==> src/rtl/proxy_mapper.sv <==
// Assigns faulty columns (reported after an STW pass) to a small pool of proxy PE
// units, drives the proxy routing selects and holds the mapping until cleared.
module proxy_mapper #(
  parameter int ROWS      = 4,
  parameter int COLS      = 4,
  parameter int NUM_PROXY = 2,
  localparam int ROW_W    = (ROWS > 1) ? $clog2(ROWS) : 1,
  localparam int COL_W    = (COLS > 1) ? $clog2(COLS) : 1,
  localparam int PRX_W    = (NUM_PROXY > 1) ? $clog2(NUM_PROXY) : 1
) (
  input  logic                       clk,
  input  logic                       rst,
  input  logic                       stall,
  input  logic                       STW_complete,
  input  logic [COLS-1:0]            fault_detected,
  input  logic [COLS*ROW_W-1:0]      fpe_idx_sel_flat,
  input  logic                       remap_clear,
  output logic [COLS-1:0]            proxy_map_done,
  output logic [NUM_PROXY-1:0]       proxy_unit_valid,
  output logic [NUM_PROXY*COL_W-1:0] proxy_unit_col,
  output logic [NUM_PROXY*ROW_W-1:0] proxy_unit_row,
  output logic [COLS*PRX_W-1:0]      col_proxy_idx,
  output logic                       unrepairable,
  output logic                       map_busy
);

  // next_proxy must be able to reach NUM_PROXY to signal an exhausted pool
  localparam int NP_W = $clog2(NUM_PROXY + 1);

  localparam logic [1:0] S_IDLE   = 2'd0;
  localparam logic [1:0] S_ASSIGN = 2'd1;
  localparam logic [1:0] S_DONE   = 2'd2;

  logic [1:0]                 state_q, state_d;
  logic [COLS-1:0]            pending_q, pending_d;
  logic [COLS-1:0]            fault_q, fault_d;
  logic [COLS-1:0]            assigned_q, assigned_d;
  logic [COLS*ROW_W-1:0]      rows_q, rows_d;
  logic [NP_W-1:0]            next_proxy_q, next_proxy_d;
  logic [COLS-1:0]            done_q, done_d;
  logic [NUM_PROXY-1:0]       valid_q, valid_d;
  logic [NUM_PROXY*COL_W-1:0] unit_col_q, unit_col_d;
  logic [NUM_PROXY*ROW_W-1:0] unit_row_q, unit_row_d;
  logic [COLS*PRX_W-1:0]      cpi_q, cpi_d;
  logic                       unrep_q, unrep_d;

  logic                       sel_found;
  logic [COL_W-1:0]           sel_col;
  logic [COLS-1:0]            sel_mask;
  logic [PRX_W-1:0]           nidx;

  assign nidx = next_proxy_q[PRX_W-1:0];

  // Lowest-index pending column wins
  always_comb begin
    sel_found = 1'b0;
    sel_col   = '0;
    sel_mask  = '0;
    for (int c = 0; c < COLS; c++) begin
      if (!sel_found && pending_q[c]) begin
        sel_found   = 1'b1;
        sel_col     = COL_W'(c);
        sel_mask[c] = 1'b1;
      end
    end
  end

  always_comb begin
    state_d      = state_q;
    pending_d    = pending_q;
    fault_d      = fault_q;
    assigned_d   = assigned_q;
    rows_d       = rows_q;
    next_proxy_d = next_proxy_q;
    done_d       = done_q;
    valid_d      = valid_q;
    unit_col_d   = unit_col_q;
    unit_row_d   = unit_row_q;
    cpi_d        = cpi_q;
    unrep_d      = unrep_q;

    case (state_q)
      S_IDLE: begin
        if (STW_complete) begin
          pending_d = fault_detected;
          fault_d   = fault_detected;
          rows_d    = fpe_idx_sel_flat;
          state_d   = S_ASSIGN;
        end
      end
      S_ASSIGN: begin
        if (!stall) begin
          if (!sel_found) begin
            state_d = S_DONE;
            done_d  = ~fault_q | assigned_q;
          end else if (next_proxy_q < NP_W'(NUM_PROXY)) begin
            unit_col_d[nidx*COL_W +: COL_W]   = sel_col;
            unit_row_d[nidx*ROW_W +: ROW_W]   = rows_q[sel_col*ROW_W +: ROW_W];
            valid_d[nidx]                     = 1'b1;
            cpi_d[sel_col*PRX_W +: PRX_W]     = nidx;
            pending_d                         = pending_q & ~sel_mask;
            assigned_d                        = assigned_q | sel_mask;
            next_proxy_d                      = next_proxy_q + 1'b1;
            if (pending_d == '0) begin
              state_d = S_DONE;
              done_d  = ~fault_q | assigned_d;
            end
          end else begin
            // Pool exhausted: remaining faulty columns never get proxy_map_done
            unrep_d   = 1'b1;
            pending_d = '0;
            state_d   = S_DONE;
            done_d    = ~fault_q | assigned_q;
          end
        end
      end
      S_DONE: begin
      end
      default: state_d = S_IDLE;
    endcase
  end

  // remap_clear behaves exactly like reset and ignores stall
  always_ff @(posedge clk) begin
    if (rst || remap_clear) begin
      state_q      <= S_IDLE;
      pending_q    <= '0;
      fault_q      <= '0;
      assigned_q   <= '0;
      rows_q       <= '0;
      next_proxy_q <= '0;
      done_q       <= '0;
      valid_q      <= '0;
      unit_col_q   <= '0;
      unit_row_q   <= '0;
      cpi_q        <= '0;
      unrep_q      <= 1'b0;
    end else begin
      state_q      <= state_d;
      pending_q    <= pending_d;
      fault_q      <= fault_d;
      assigned_q   <= assigned_d;
      rows_q       <= rows_d;
      next_proxy_q <= next_proxy_d;
      done_q       <= done_d;
      valid_q      <= valid_d;
      unit_col_q   <= unit_col_d;
      unit_row_q   <= unit_row_d;
      cpi_q        <= cpi_d;
      unrep_q      <= unrep_d;
    end
  end

  assign proxy_map_done   = done_q;
  assign proxy_unit_valid = valid_q;
  assign proxy_unit_col   = unit_col_q;
  assign proxy_unit_row   = unit_row_q;
  assign col_proxy_idx    = cpi_q;
  assign unrepairable     = unrep_q;
  assign map_busy         = (state_q == S_ASSIGN);

endmodule

==> config.mk <==
export PLATFORM = sky130hd
export DESIGN_NAME = proxy_mapper
export DESIGN_NICKNAME = d
export VERILOG_FILES = /design/src/rtl/proxy_mapper.sv
export SDC_FILE = /design/constraint.sdc
export NUM_CORES = 1
export LEC_CHECK = 0
export CAP_MARGIN = 20
export CORE_MARGIN = 2
export CORE_UTILIZATION = 45
export DETAILED_ROUTE_END_ITERATION = 12
export GPL_TIMING_DRIVEN = 0
export PLACE_DENSITY_LB_ADDON = 0.12
export SLEW_MARGIN = 5
export SYNTH_ARGS = -nofsm -noshare
export SYNTH_HDL_FRONTEND = slang
export SYNTH_SLANG_ARGS = --single-unit
==> constraint.sdc <==
create_clock -name clk -period 1.83 [get_ports clk]
set_input_delay 0.2745 -clock clk [delete_from_list [all_inputs] [get_ports clk]]
set_output_delay 0.2745 -clock clk [all_outputs]
set_load 0.02 [all_outputs]
==> results of run 1 <==
-- power breakdown --
group / internal (mW) / total (mW) / switching, mW / leakage (nW)
logic: 0.0831 / 0.176 / 0.0926 / 0.472
registers: 0.948 / 0.959 / 0.0106 / 0.349
clock network: 0.268 / 0.571 / 0.303 / 0.0422
-- sequential cells by signal, summed over array words and instances, names as in the netlist --
register / flops
fault_q: 4
assigned_q: 4
col_proxy_idx: 4
pending_q: 4
rows_q: 8
proxy_unit_col: 4
proxy_map_done: 4
proxy_unit_valid: 2
next_proxy_q: 2
unrepairable: 1
proxy_unit_row: 4
state_q: 2
-- through the flow --
step,utilization,std cells
after floorplan,-,215
after detailed placement,0.569,301
after global placement,0.569,301
final,0.608,315
after CTS,0.601,314
after global routing,0.608,315
-- worst reg2reg max path, delay by kind of cell (launching register included) --
| family | cells | cell delay, ps |
|---|---|---|
| AND/OR/NAND/NOR | 2 | 890 |
| flip-flops | 1 | 300 |
| AO/OA/AOI/OAI | 1 | 170 |
| buffers and inverters | 2 | 330 |
-- worst max path at each step --
stage,startpoint,slack (ps),cells after the start,to
final,pending_q[1],40,5,next_proxy_q[0]
after global routing,pending_q[3],-20,7,col_proxy_idx[2]
after CTS,pending_q[0],-20,8,col_proxy_idx[2]
after detailed placement,stall,-340,5,col_proxy_idx[2]
after global placement,stall,-360,5,col_proxy_idx[2]
after floorplan,pending_q[0],60,8,col_proxy_idx[2]
-- cell families (layout without fill, tap and decap cells) --
logic type,Yosys count,after routing,synth area share
adders and majority gates,3,3,0.0191
muxes,7,7,0.0525
and+or+nand+nor,83,83,0.234
AOI/OAI and AO/OA,51,51,0.163
DFF,43,43,0.469
buffers and inverters,28,78,0.0627
-- routing by layer --
metal / share of wire / global-route usage
met1: 0.49 / 0.279
met2: 0.45 / 0.289
met3: 0.046 / 0.0345
met4: 0.018 / 0.0700
met5: 0 / 0
-- final cells by class --
type | instances | area, µm² | area share
multi-input cells | 144 | 877 | 0.363
flip-flops and latches | 43 | 866 | 0.358
repair buffers | 43 | 414 | 0.171
clock buffers | 7 | 76.3 | 0.0316
inverters | 18 | 67.6 | 0.0280
well taps | 50 | 62.6 | 0.0259
plain buffers | 9 | 47.5 | 0.0197
clock inverters | 1 | 5.00 | 0.00207
-- timing repair --
action / in CTS / in global routing
gates resized for setup: 5 / 10
setup endpoints to repair: 4 / 13
buffers inserted: 5 / 2
pin swaps: 2 / 1
hold buffers: 0 / 0
-- cells in the final DEF, fill, tap and decap left out, types with 2 or more instances in the layout --
cell and instances:
dfxtp_1 41, clkdlybuf4s50_1 34, nand2_1 33, a21oi_1 29, nor2_1 18, inv_1 17, buf_4 8, clkbuf_1 7
o21ai_0 6, nand3_1 5, clkbuf_8 5, nor3_1 4, mux2i_1 4, a311oi_1 4, nor2b_1 3, nand2b_1 3
or2_2 2, or4_1 2, a31oi_1 2, and3_1 2, mux4_2 2, o22ai_1 2, ha_1 2
==> impl_metrics.py, run 1 <==
metrics = {
    "sta": {
        "report.final.slew_viol_count": 0,
        "hold_slack_ps": 430,
        "tightest_slew_ps": 595,
        "rsz0062_at_grt": "true",
        "fin_crit_ps": 1790,
        "setup_viol": 0,
        "maxSlewHeadroom": 0.602,
        "fmax_mhz": 558,
        "fin_tns_setup_ps": 0,
        "clock_skew_ps": 3.97,
        "fin_ws_ps": 39.3,
        "hold_violations": 0,
        "period_share": 0.979,
    },
    "drt": {
        "vias_per_cell": 5.10,
        "drtAntennaViolNets": 0,
        "dr.pass1.iters": 4,
        "finalWirelength_um": 3910,
        "drtIter0Drc": 102,
        "vias": 1607,
        "drc": 0,
        "post_drt_wl_per_cell_um": 12.4,
    },
    "finish": {
        "antenna_cells": 0,
        "nets": 283,
        "drive_gt1_frac": 0.128,
        "fillers": 382,
        "area_growth_pct": 31.6,
        "stdcell_area_um2": 2420,
    },
    "critical_path": {
        "criticalPathCategory": "flip-flop to flip-flop",
        "required_ps": 2010,
        "crit_family": "simple AND/OR/NAND/NOR gates",
        "worstRegToRegCells": 5,
        "worst-path-buf-inv": 2,
        "cpPeakStageDelay_ps": 640,
        "cp-end-kind": "flip-flop",
        "critPathMaxFanout": 10,
        "crit_chain": "buf_2, or4_1, nor3b_4, buf_4, o21a_1",
        "crit_path_top_delay_cell": "or4_1",
        "r2r_end": "next_proxy_q[0]",
        "regToRegStartpoint": "pending_q[1]",
        "arrival_ps": 1970,
        "start_kind": "flip-flop",
        "r2r_slack_ps": 40,
    },
    "clock_tree": {
        "clkSinkCount": 43,
        "clock_latency_ps": 290,
        "h-tree-depth": 2,
        "cts-root-buf": "clkbuf_8",
        "clock_path_buffers": 2,
        "cts_tree": "built",
        "numCtsBuffers": 5,
        "clkSlewWorstSetupHoldPaths_ps": 80,
    },
    "logic_synthesis": {
        "synth_flop_cell": "dfxtp_1",
        "ys_seq_area_frac": 0.469,
        "synth.area.top_cells": "dfxtp_1 (47%), a21oi_1 (7.9%), nand2_1 (6.7%), nor2_1 (3.9%), inv_1 (3.7%)",
        "syn_inst": 215,
        "async_flop_share": 0,
        "ys_ff_latch": 43,
        "postSynthAreaPerCell_um2": 8.54,
        "synthDistinctLibCells": 40,
        "yosysTopAreaCell": "dfxtp_1",
        "synth-edff-count": 0,
        "synth_nets": 234,
        "netlist_area_um2": 1840,
        "netlist.area_leader.share": 0.469,
        "ys.warnings.count": 0,
        "synth_most_common_cell": "dfxtp_1",
        "yosys-top-cells-count": "dfxtp_1 (43), nand2_1 (33), a21oi_1 (29), nor2_1 (19), inv_1 (18)",
    },
    "floorplanning": {
        "io_pins": 37,
        "die_w_um": 67.9,
        "die_area_um2": 4610,
        "rows": 23,
        "core_area_um2": 3970,
        "initial_core_util": 0.462,
        "die-height_um": 67.9,
    },
    "grt": {
        "grt_max_degree": 13,
        "grt_overflow": 0,
        "grt_pass1_vias": 1448,
        "grt.total_usage": 0.193,
        "grt_pass1_wl_um": 6660,
        "antenna_found_initial": 0,
    },
    "pwr": {
        "p_per_area_nw_per_um2": 706,
        "leakage_nw": 0.863,
        "p_total_mw": 1.71,
        "peakVddDrop_v": 0.000456,
    },
    "placed_design": {
        "dp_hpwl_um": 2900,
        "gp_congestion": 0.810,
        "post-place-ws_ps": -338,
        "placed_area_um2": 2260,
        "port_buffers": 36,
    },
    "hold_path": {
        "hp-class": "primary input to flip-flop",
        "worstHoldEndpoint": "state_q[0]",
        "holdPathStages": 3,
        "min_from": "stall",
    },
    "run_status": {
        "status": "completed",
    },
    "run": {
        "cap_violations": 0,
    },
}
Power figures use the tool's default switching activity.
==> inputs of run 2 (changes only) <==
--- a/config.mk
+++ b/config.mk
@@ -11,7 +11,7 @@
 export DETAILED_ROUTE_END_ITERATION = 12
 export GPL_TIMING_DRIVEN = 0
 export PLACE_DENSITY_LB_ADDON = 0.12
-export SLEW_MARGIN = 5
+export SLEW_MARGIN = 20
 export SYNTH_ARGS = -nofsm -noshare
 export SYNTH_HDL_FRONTEND = slang
 export SYNTH_SLANG_ARGS = --single-unit
==> results of run 2 <==
Same layout as run 1: the final DEF is identical, and so are final timing and power.
